<file path="src/rtl/rf_dump_pkg.sv">
// Shared types and constants for the register-file dump streamer.
// Frame layout: header byte, then every register little-endian, then an 8-bit checksum.
package rf_dump_pkg;

    typedef enum logic [1:0] {
        IDLE = 2'd0,
        HDR  = 2'd1,
        DATA = 2'd2,
        CSUM = 2'd3
    } state_t;

    localparam logic [7:0] HDR_BYTE      = 8'hA5;
    localparam int         XLEN_DEFAULT  = 32;
    localparam int         NREGS_DEFAULT = 16;
    localparam int         BYTES_PER_REG = XLEN_DEFAULT / 8;
    localparam int         FRAME_BYTES   = 2 + NREGS_DEFAULT * BYTES_PER_REG;

endpackage

</file>
<file path="src/rtl/rf_dump_streamer.sv">
// Snapshots the architectural register file on start and streams it as a framed,
// checksummed byte sequence over a valid/ready interface.
module rf_dump_streamer
    import rf_dump_pkg::*;
#(
    parameter int NREGS = 16,
    parameter int XLEN  = 32
) (
    input  logic            clk,
    input  logic            reset,
    input  logic            start,
    input  logic [XLEN-1:0] regs_in [0:NREGS-1],
    output logic            busy,
    output logic            done,
    output logic            out_valid,
    input  logic            out_ready,
    output logic [7:0]      out_data,
    output logic            out_last
);

    // Handshake: a byte moves on any cycle with out_valid && out_ready. While
    // out_valid is high without out_ready, out_data/out_last are frozen, and
    // out_valid only falls after a transfer (or on reset).

    localparam int BPR    = XLEN / 8;
    localparam int RIDX_W = (NREGS > 1) ? $clog2(NREGS) : 1;
    localparam int BIDX_W = (BPR > 1) ? $clog2(BPR) : 1;

    state_t              state;
    logic [RIDX_W-1:0]   reg_idx;
    logic [BIDX_W-1:0]   byte_idx;
    logic [RIDX_W-1:0]   nxt_ridx;
    logic [BIDX_W-1:0]   nxt_bidx;
    logic [7:0]          csum;
    logic [7:0]          sum_next;
    logic [7:0]          nxt_byte;
    logic                xfer;
    logic                last_data;
    logic                take;
    logic [XLEN-1:0]     snap [0:NREGS-1];

    assign xfer      = out_valid && out_ready;
    assign take      = (state == IDLE) && start;
    assign sum_next  = csum + out_data;
    assign last_data = (reg_idx == RIDX_W'(NREGS - 1)) && (byte_idx == BIDX_W'(BPR - 1));

    // Indices of the byte that follows the one currently presented; in HDR both are zero.
    always_comb begin
        nxt_ridx = reg_idx;
        nxt_bidx = byte_idx;
        if (state == DATA) begin
            if (byte_idx == BIDX_W'(BPR - 1)) begin
                nxt_bidx = '0;
                nxt_ridx = reg_idx + 1'b1;
            end else begin
                nxt_bidx = byte_idx + 1'b1;
            end
        end
    end

    always_comb begin
        logic [XLEN-1:0] word;
        word     = snap[nxt_ridx];
        nxt_byte = word[{nxt_bidx, 3'b000} +: 8];
    end

    // Snapshot buffer; x0 is architecturally zero whatever the register file shows.
    always_ff @(posedge clk) begin
        if (take) begin
            for (int i = 0; i < NREGS; i++) begin
                snap[i] <= (i == 0) ? '0 : regs_in[i];
            end
        end
    end

    always_ff @(posedge clk or posedge reset) begin
        if (reset) begin
            state     <= IDLE;
            reg_idx   <= '0;
            byte_idx  <= '0;
            csum      <= '0;
            busy      <= 1'b0;
            done      <= 1'b0;
            out_valid <= 1'b0;
            out_data  <= '0;
            out_last  <= 1'b0;
        end else begin
            done <= 1'b0;
            case (state)
                IDLE: begin
                    if (start) begin
                        state     <= HDR;
                        reg_idx   <= '0;
                        byte_idx  <= '0;
                        csum      <= '0;
                        busy      <= 1'b1;
                        out_valid <= 1'b1;
                        out_data  <= HDR_BYTE;
                        out_last  <= 1'b0;
                    end
                end
                HDR: begin
                    if (xfer) begin
                        state    <= DATA;
                        out_data <= nxt_byte;
                    end
                end
                DATA: begin
                    if (xfer) begin
                        csum <= sum_next;
                        if (last_data) begin
                            state    <= CSUM;
                            out_data <= sum_next;
                            out_last <= 1'b1;
                        end else begin
                            reg_idx  <= nxt_ridx;
                            byte_idx <= nxt_bidx;
                            out_data <= nxt_byte;
                        end
                    end
                end
                CSUM: begin
                    if (xfer) begin
                        state     <= IDLE;
                        busy      <= 1'b0;
                        done      <= 1'b1;
                        out_valid <= 1'b0;
                        out_last  <= 1'b0;
                    end
                end
                default: state <= IDLE;
            endcase
        end
    end

endmodule
</file>
<file path="config.mk">
export PLATFORM = sky130hd
export DESIGN_NAME = rf_dump_streamer
export DESIGN_NICKNAME = d
export VERILOG_FILES = /design/src/rtl/rf_dump_pkg.sv /design/src/rtl/rf_dump_streamer.sv
export SDC_FILE = /design/constraint.sdc
export NUM_CORES = 1
export LEC_CHECK = 0
export ABC_AREA = 1
export CAP_MARGIN = 0
export CORE_MARGIN = 4
export CORE_UTILIZATION = 45
export DETAILED_ROUTE_END_ITERATION = 16
export GPL_TIMING_DRIVEN = 0
export HOLD_SLACK_MARGIN = 0.02
export PLACE_DENSITY_LB_ADDON = 0.08
export SLEW_MARGIN = 20
export SYNTH_ARGS = -nofsm -noshare
export SYNTH_HDL_FRONTEND = slang
export SYNTH_SLANG_ARGS = --single-unit
</file>
<file path="constraint.sdc">
create_clock -name clk -period 13.7 [get_ports clk]
set_input_delay 2.74 -clock clk [delete_from_list [all_inputs] [get_ports clk]]
set_output_delay 2.74 -clock clk [all_outputs]
set_load 0.01 [all_outputs]
</file>
[Yosys cells after proc, flatten, opt, wreduce, memory -nomap -nowiden]
Memory sizes are Yosys's and may differ from the RTL's.
Cells that the tools add are included.
Operators by class
  $add $sub $neg: 3
  $mul: 0
  divide/modulo/power cells: 0
  order comparisons: 0
  equality and inequality tests: 11
  shift operators: 1
  muxes and demuxes: 37
  bitwise gates (word level): 0
  reduce and logical (&&, ||, !) cells: 14
Operator list (number)
  8-bit 2-to-1 mux: 6
  32-bit by 6-bit variable part select with 8-bit output: 1
  8-bit case mux with 3 select lines: 1
  2-bit 2-to-1 mux: 10
  4-bit 2-to-1 mux: 5
  8-bit case mux with 2 select lines: 1
  2-bit != test, second input constant: 6
  5-bit AND reduction: 2
  1-bit 2-to-1 mux: 9
  8-bit adder: 1
  2-bit case mux with 4 select lines: 1
  4-bit case mux with 2 select lines: 1
  4-bit AND reduction: 2
  2-bit equality test, second input constant: 3
  3-bit AND reduction: 2
  3-bit nonzero test: 2
  4-bit by 1-bit adder with 4-bit output, second input constant: 1
  4-bit equality test, second input constant: 1
  2-bit case mux with 2 select lines: 1
  2-bit nonzero test: 2
  1-bit logical AND: 3
  1-bit case mux with 3 select lines: 1
  2-bit by 1-bit adder with 2-bit output, second input constant: 1
  2-bit by 1-bit equality test with 1-bit output, second input constant: 1
  other kinds (2): 2
Word-level totals
  register bits after elaboration: 27
  latch bits: 0
  bits in writable memories: 512
  bits in read-only memories: 0
  bits of input ports: 516
  output and inout bits: 12
  logic and storage cells: 75
  memories: 1
Memory list
  snap: words 16, bits a word 32, rd ports 1, clocked after Yosys merged registers in 0, write ports 16, RTL line rf_dump_streamer.sv:40  | logic [XLEN-1:0] snap [0:NREGS-1];

[Logic depth before layout (Yosys ltp)]
Gate-level depths: netlist of run 1.
An unclocked memory read counts as a cell.
  depth in word-level cells: 8
  gate-level depth with buffers: 18

[Worst setup path before layout of run 1]
Ideal clock, no wire load.
  kind: input -> register
  start point: input port start
  end point: memory snap[10][0] (enable)
  arrival: 11.994 ns
  required time: 12.872 ns
  setup slack: 0.878 ns
  stages on the path: 2
  buffers on the path: 0
  cell sequence: nand2_1 -> inv_1
RTL lines
  start: declaration: RTL line rf_dump_streamer.sv:11  | input logic start,
  end: declaration: RTL line rf_dump_streamer.sv:40

==> flow_summary.yaml, run 1 <==
outcome:
  status: "completed"
grt:
  antenna_found_initial: 27
  use_met1: 0.3627
  use_met3: 0.06147
  grt-ovfl-total: 0
  grt.total_usage: 0.2732
  grt_max_degree: 117
  first_global_vias: 16600
  grtUsageMet2: 0.4534
  grt_most_used_layer: "met2"
  grt_pass1_wl_um: 102300
synth:
  ys_types: 35
  ys_seq_area_frac: 0.7172
  synth_area_mm2: 0.02104
  netlist_instances: 1789
  ys_top_cells_by_area: "edfxtp_1 69%, nand3_1 13%, nand2_1 9.2%"
  yosysTopAreaCellShare: 0.6851
  yosys_warnings: 0
  ys_ff_latch: 507
  yosysTopAreaCell: "edfxtp_1"
  postSynthAreaPerCell_um2: 11.76
  syn_nets: 2321
floorplan:
  dieArea_mm2: 0.05028
  ios: 528
  die_y_um: 224.2
  core-area_mm2: 0.04577
  die_w_um: 224.2
  num_rows: 78
  initial_core_util: 0.4597
timing:
  setup_viol: 0
  whs_ns: 0.4937
  rsz0062_at_grt: "false"
  timing.final.hold_violations: 0
  fmax_mhz: 218.2
  slew_headroom: 0.2207
  skew_ns: 0.01193
  worstMarginPinSlew_ns: 1.161
  setup_slack_ns: 9.116
  period_share: 0.3346
  drv_slew: 0
  period_needed_ns: 4.584
route:
  wire_per_inst_um: 23.53
  vias_per_cell: 5.410
  dr_total_vias: 16260
  drtAntennaViolNets: 0
  drc: 0
  wirelength_um: 70690
  dr.pass1.iters: 5
  drtIter0Drc: 1557
worst_setup_path:
  cp_num_buf_inv: 4
  crit_type: "input port to flop"
  critPathTopFamily: "buffers and inverters"
  crit_path_frequent_cell: "buf_16"
  required_ns: 13.93
  cp-end-kind: "flop"
  crit_path_top_delay_cell: "clkdlybuf4s50_1"
  worst-path-max-fanout: 106
  crit_arrival_ns: 4.81
  crit_path_cell_trace: "clkdlybuf4s50_1, nand2_1, inv_8, buf_16, buf_16"
  start_kind: "input port"
  cpPeakStageDelay_ns: 0.47
layout:
  drive_above_1_share: 0.07457
  finalNetCount: 2875
  areaGrowthSynthToFinish_pct: 35.75
clock_network:
  clk_path_buf_depth: 3
  cts_root_buf: "clkbuf_16"
  post_cts_buffers: 0
  cts_made_buffers: 53
  cts_tree: "done"
  cts_hold_buf: 0
  clk_latency_ns: 0.60
  cts_max_level: 2
  cts.repair.resized: 0
  clk_pin_slew_worst_paths_ns: 0.06
  cts.sinks: 507
power:
  p_per_area_mw_per_mm2: 118.2
  p_total_mw: 3.377
  vdd_ir_drop_max_mv: 0.1302
  p_leak_nw: 10.53
min_path:
  hp-class: "flop to flop"
place:
  port_buffers: 495
  dpl_worst_slack_ns: 8.464
  hpwl_um: 52430
  gp_congestion: 0.9161
run:
  drv_cap: 0
## registers in the layout, indices dropped and copies added (netlist names)
register,flops
snap,480
csum,8
out_data,8
reg_idx,4
byte_idx,2
state,2
done,1
out_last,1
out_valid,1
## synth_stat cells
| master | n |
|---|---|
| o21ai_1 | 2 |
| nor3_1 | 1 |
| clkbuf_1 | 15 |
| or2_2 | 1 |
| nand3_2 | 1 |
| buf_6 | 2 |
| nor3_2 | 1 |
| edfxtp_1 | 480 |
| nand2_4 | 1 |
| nand2_1 | 518 |
| nand4_1 | 3 |
| nor2_2 | 1 |
| xor2_2 | 2 |
| nor2_4 | 1 |
| buf_1 | 7 |
| buf_4 | 16 |
| a31oi_1 | 1 |
| o21ai_0 | 8 |
| nand2_2 | 3 |
| o22ai_1 | 4 |
| nand3_1 | 527 |
| a21oi_1 | 19 |
| xor2_1 | 2 |
| inv_1 | 32 |
| fa_1 | 1 |
| nor2_1 | 20 |
| xnor2_1 | 1 |
| inv_2 | 1 |
| o211ai_1 | 1 |
| clkinv_1 | 1 |
| a32o_1 | 2 |
| a22o_1 | 3 |
| ha_1 | 15 |
| dfrtp_1 | 27 |
| buf_2 | 69 |
## worst reg2reg max path, cell delays in order, from the launching register on
cell and delay (ns):
dfrtp_1 0.37, inv_1 0.10, ha_1 0.22, buf_6 0.14
buf_2 0.20, o21ai_1 0.93, inv_1 0.53, nand3_1 0.33
nand3_1 0.16, a21oi_1 0.15
## metal layers
| metal | vias up | routed length [um] |
|---|---|---|
| li1 | 7513 | - |
| met1 | 7857 | 28100 |
| met2 | 751 | 34790 |
| met3 | 117 | 5967 |
| met4 | 20 | 1685 |
| met5 | - | 150 |
## cell usage in the layout, fill, tap and decap left out, types with 19 or more instances in the layout
cell | synthesis | routed
nand3_1 | 527 | 527
nand2_1 | 518 | 518
clkdlybuf4s50_1 | 0 | 495
edfxtp_1 | 480 | 480
buf_2 | 69 | 69
clkbuf_16 | 0 | 54
inv_1 | 32 | 30
dfrtp_1 | 27 | 27
clkbuf_1 | 15 | 24
nor2_1 | 20 | 20
a21oi_1 | 19 | 19
## path summary, 6_finish.rpt
path,end,start,cells past startpoint,slack [ns]
worst max-delay path,snap[4][10],start,5,9.12
worst min-delay path,csum[4],csum[4],2,0.49
min in group asynchronous,state[1],reset,2,2.55
worst max register to register,out_data[7],state[0],9,10.50
worst min register to register,csum[4],csum[4],2,0.49
max in group asynchronous,csum[5],reset,2,10.75
## logic make-up after synthesis
family / Yosys count / synth area share
AOI/OAI and AO/OA: 40 / 0.01094
xor gates and xnor gates: 5 / 0.002795
adders and majority gates: 16 / 0.009872
buffers and inverters: 143 / 0.03318
DFF: 507 / 0.7172
and+or+nand+nor: 1078 / 0.2260
## power breakdown
part	internal, mW	leakage (nW)	total (mW)	switching, mW
Sequential	1.70	4.67	1.70	0.00113
Combinational	0.164	5.06	0.307	0.142
Clock	0.778	0.803	1.37	0.596
Total	2.64	10.5	3.38	0.739
## per-stage QoR
step	cells	utilization	cell area, um2	setup TNS, ns
after global routing	3003	0.6239	28550	0
after floorplan	1789	-	21040	0
after global placement	2884	0.5843	26740	-1500.57
final	3005	0.6240	28560	0
after CTS	2987	0.6230	28510	0
after detailed placement	2888	0.5869	26860	0
## final cells by class
cell class / instances / area (um2)
Fill cell: 3613 / 17210
Sequential cell: 507 / 15090
Multi-Input combinational cell: 1139 / 5251
Timing Repair Buffer: 499 / 5065
Clock buffer: 63 / 1385
Tap cell: 600 / 750.7
Buffer: 109 / 570.5
Clock inverter: 36 / 267.8
Inverter: 34 / 135.1
Antenna cell: 18 / 45.04
No activity file was read; power rests on OpenSTA's default activity.
==> run 2, diff against run 1 <==
==> constraint.sdc (replaced) <==
create_clock -name clk -period 4.61 [get_ports clk]
set_input_delay 0.922 -clock clk [delete_from_list [all_inputs] [get_ports clk]]
set_output_delay 0.922 -clock clk [all_outputs]
set_load 0.01 [all_outputs]
==> run 2 against run 1 <==
  * Core utilization rose by 0.92 points
  * Hold slack got worse by 0.0022 ns
  * Sequential share of layout area fell by 0.76 points
  * Via count rose by 0.84%
  * Count of clock-buffer cells in the layout rose by 4
  * First-iteration DRC count rose by 9.1%
  * Sequential power rose to 3.0 times the previous value
  * Largest power group unchanged
==> flow_summary.yaml, run 2 (synthesis results as in run 1) <==
min_path:
  min_to: "csum[4]"
  hp-class: "flop to flop"
  hp-start: "csum[4]"
  whs_path_depth: 2
power:
  p_leak_nw: 10.69
  vdd_ir_drop_max_mv: 0.3020
  sequentialPowerShare: 0.486
  p_per_area_mw_per_mm2: 358.3
  p_int_mw: 8.173
  p_sw_mw: 2.211
  power_switching_share: 0.2129
  pwr-share-clk: 0.427
  pwr-share-comb: 0.088
route:
  drtAntennaViolNets: 0
  drc: 0
  dr.pass1.iters: 5
  drtIter0Drc: 1698
  vias_per_cell: 5.430
  wirelength_um: 71220
  wire_per_inst_um: 23.59
  dr_total_vias: 16390
place:
  port_buffers: 495
  dpl_worst_slack_ns: 1.035
  gp_congestion: 0.9082
  hpwl_um: 53770
worst_setup_path:
  cp-startpoint: "state[0]"
  cp-end-kind: "flop"
  crit_arrival_ns: 3.77
  required_ns: 5.14
  start_kind: "flop"
  crit_type: "flop to flop"
  reg2regPathDepth: 14
  rrSetupSlack_ns: 1.37
  reg2reg_to: "out_data[7]"
  worst-path-max-fanout: 10
  r2r-start: "state[0]"
timing:
  skew_ns: 0.02747
  setup_slack_ns: 1.370
  timing.final.hold_violations: 0
  setup_viol: 0
  drv_slew: 0
  fmax_mhz: 308.7
  worstMarginPinSlew_ns: 1.062
  period_needed_ns: 3.240
  slew_headroom: 0.2876
  rsz0062_at_grt: "false"
  period_share: 0.7028
  setup_tns_ns: 0
clock_network:
  clk_latency_ns: 0.61
  clk_pin_slew_worst_paths_ns: 0.06
  cts_made_buffers: 53
  cts.sinks: 507
  clk_path_buf_depth: 3
  cts_tree: "done"
  post_cts_buffers: 0
  cts_max_level: 2
  cts_root_buf: "clkbuf_16"
  cts_hold_buf: 0
  cts.repair.resized: 0
floorplan:
  dieArea_mm2: 0.05028
  die_w_um: 224.2
  die_y_um: 224.2
  ios: 528
  core-area_mm2: 0.04577
  initial_core_util: 0.4597
  num_rows: 78
layout:
  top_regs: "snap x480, csum x8, out_data x8"
  final_cell_mix: "527 x nand3_1, 517 x nand2_1, 495 x clkdlybuf4s50_1"
  finalNetCount: 2888
  layout_commonest_cell: "nand3_1"
  drive_above_1_share: 0.08052
  areaGrowthSynthToFinish_pct: 37.74
  largest_reg_flops: 480
  regMostFlops: "snap"
  fin_util: 0.6331
outcome:
  status: "completed"
grt:
  grt_max_degree: 38
  grt.total_usage: 0.2742
  grt-ovfl-total: 0
  grt_pass1_wl_um: 102600
  first_global_vias: 16650
  antenna_found_initial: 32
run:
  drv_cap: 0
-- run 2: cell count changes in the layout (fill, tap and decap cells not counted), moves of 4 or more --
cell / before / now
clkinv_1: 18 / 10
clkbuf_1: 24 / 28
diode_2: 18 / 22
bufinv_16: 3 / 9
clkinv_2: 10 / 6
buf_12: 0 / 12
-- run 2: per-layer routing --
layer,GRT usage,vias to the layer above,wire [um]
li1,-,7540,-
met1,0.3644,7914,28040
met2,0.4483,787,34570
met3,0.06252,133,6285
met4,0.09822,20,2192
met5,0,-,135
-- run 2: worst max-delay path by stage --
stage,cells after the start,slack [ns],to
after floorplan,2,-3.97,snap[10][0]
after global placement,3,-7.43,snap[13][10]
after detailed placement,9,1.03,snap[6][17]
after CTS,14,1.41,out_data[7]
after global routing,14,1.24,out_data[7]
final,14,1.37,out_data[7]
-- run 2: stage by stage --
step / power (mW) / instances / hold WS, ns / area, um2
2_1_floorplan: 5.438 / 1789 / 0.4570 / 21060
3_3_place_gp: 6.031 / 2884 / 0.4774 / 26760
3_5_place_dp: 6.043 / 2901 / 0.4802 / 27140
4_1_cts: 10.44 / 2997 / 0.4956 / 28920
5_1_grt: 10.70 / 3015 / 0.5170 / 28970
6_report: 10.38 / 3019 / 0.4914 / 28980
-- run 2: cell type report --
class / count / area, um2
Antenna cell: 22 / 55.05
Buffer: 109 / 570.5
Clock buffer: 67 / 1400
Clock inverter: 29 / 381.6
Fill cell: 3612 / 16790
Inverter: 34 / 131.4
Multi-Input combinational cell: 1139 / 5268
Sequential cell: 507 / 15090
Tap cell: 600 / 750.7
Timing Repair Buffer: 512 / 5333
-- run 2: power groups by stage --
| stage | combinational, mW | sequential, mW | clock (mW) |
|---|---|---|---|
| floorplan | 0.297 | 5.14 | 0 |
| global placement | 0.893 | 5.14 | 0 |
| detailed placement | 0.904 | 5.14 | 0 |
| CTS | 0.909 | 5.04 | 4.49 |
| global route | 0.971 | 5.04 | 4.69 |
| finish | 0.909 | 5.04 | 4.43 |
-- run 2: critical path, cell delays in order, from the launching register on --
cell and delay [ns]:
dfrtp_1 0.37, inv_1 0.10, ha_1 0.22, buf_6 0.14
nand3_1 0.08, nand2_1 0.05, nand2_1 0.12, buf_2 0.42
buf_1 0.65, nand3_1 0.31, nand3_1 0.17, nand3_1 0.08
nand3_1 0.17, nand3_1 0.16, a21oi_1 0.15
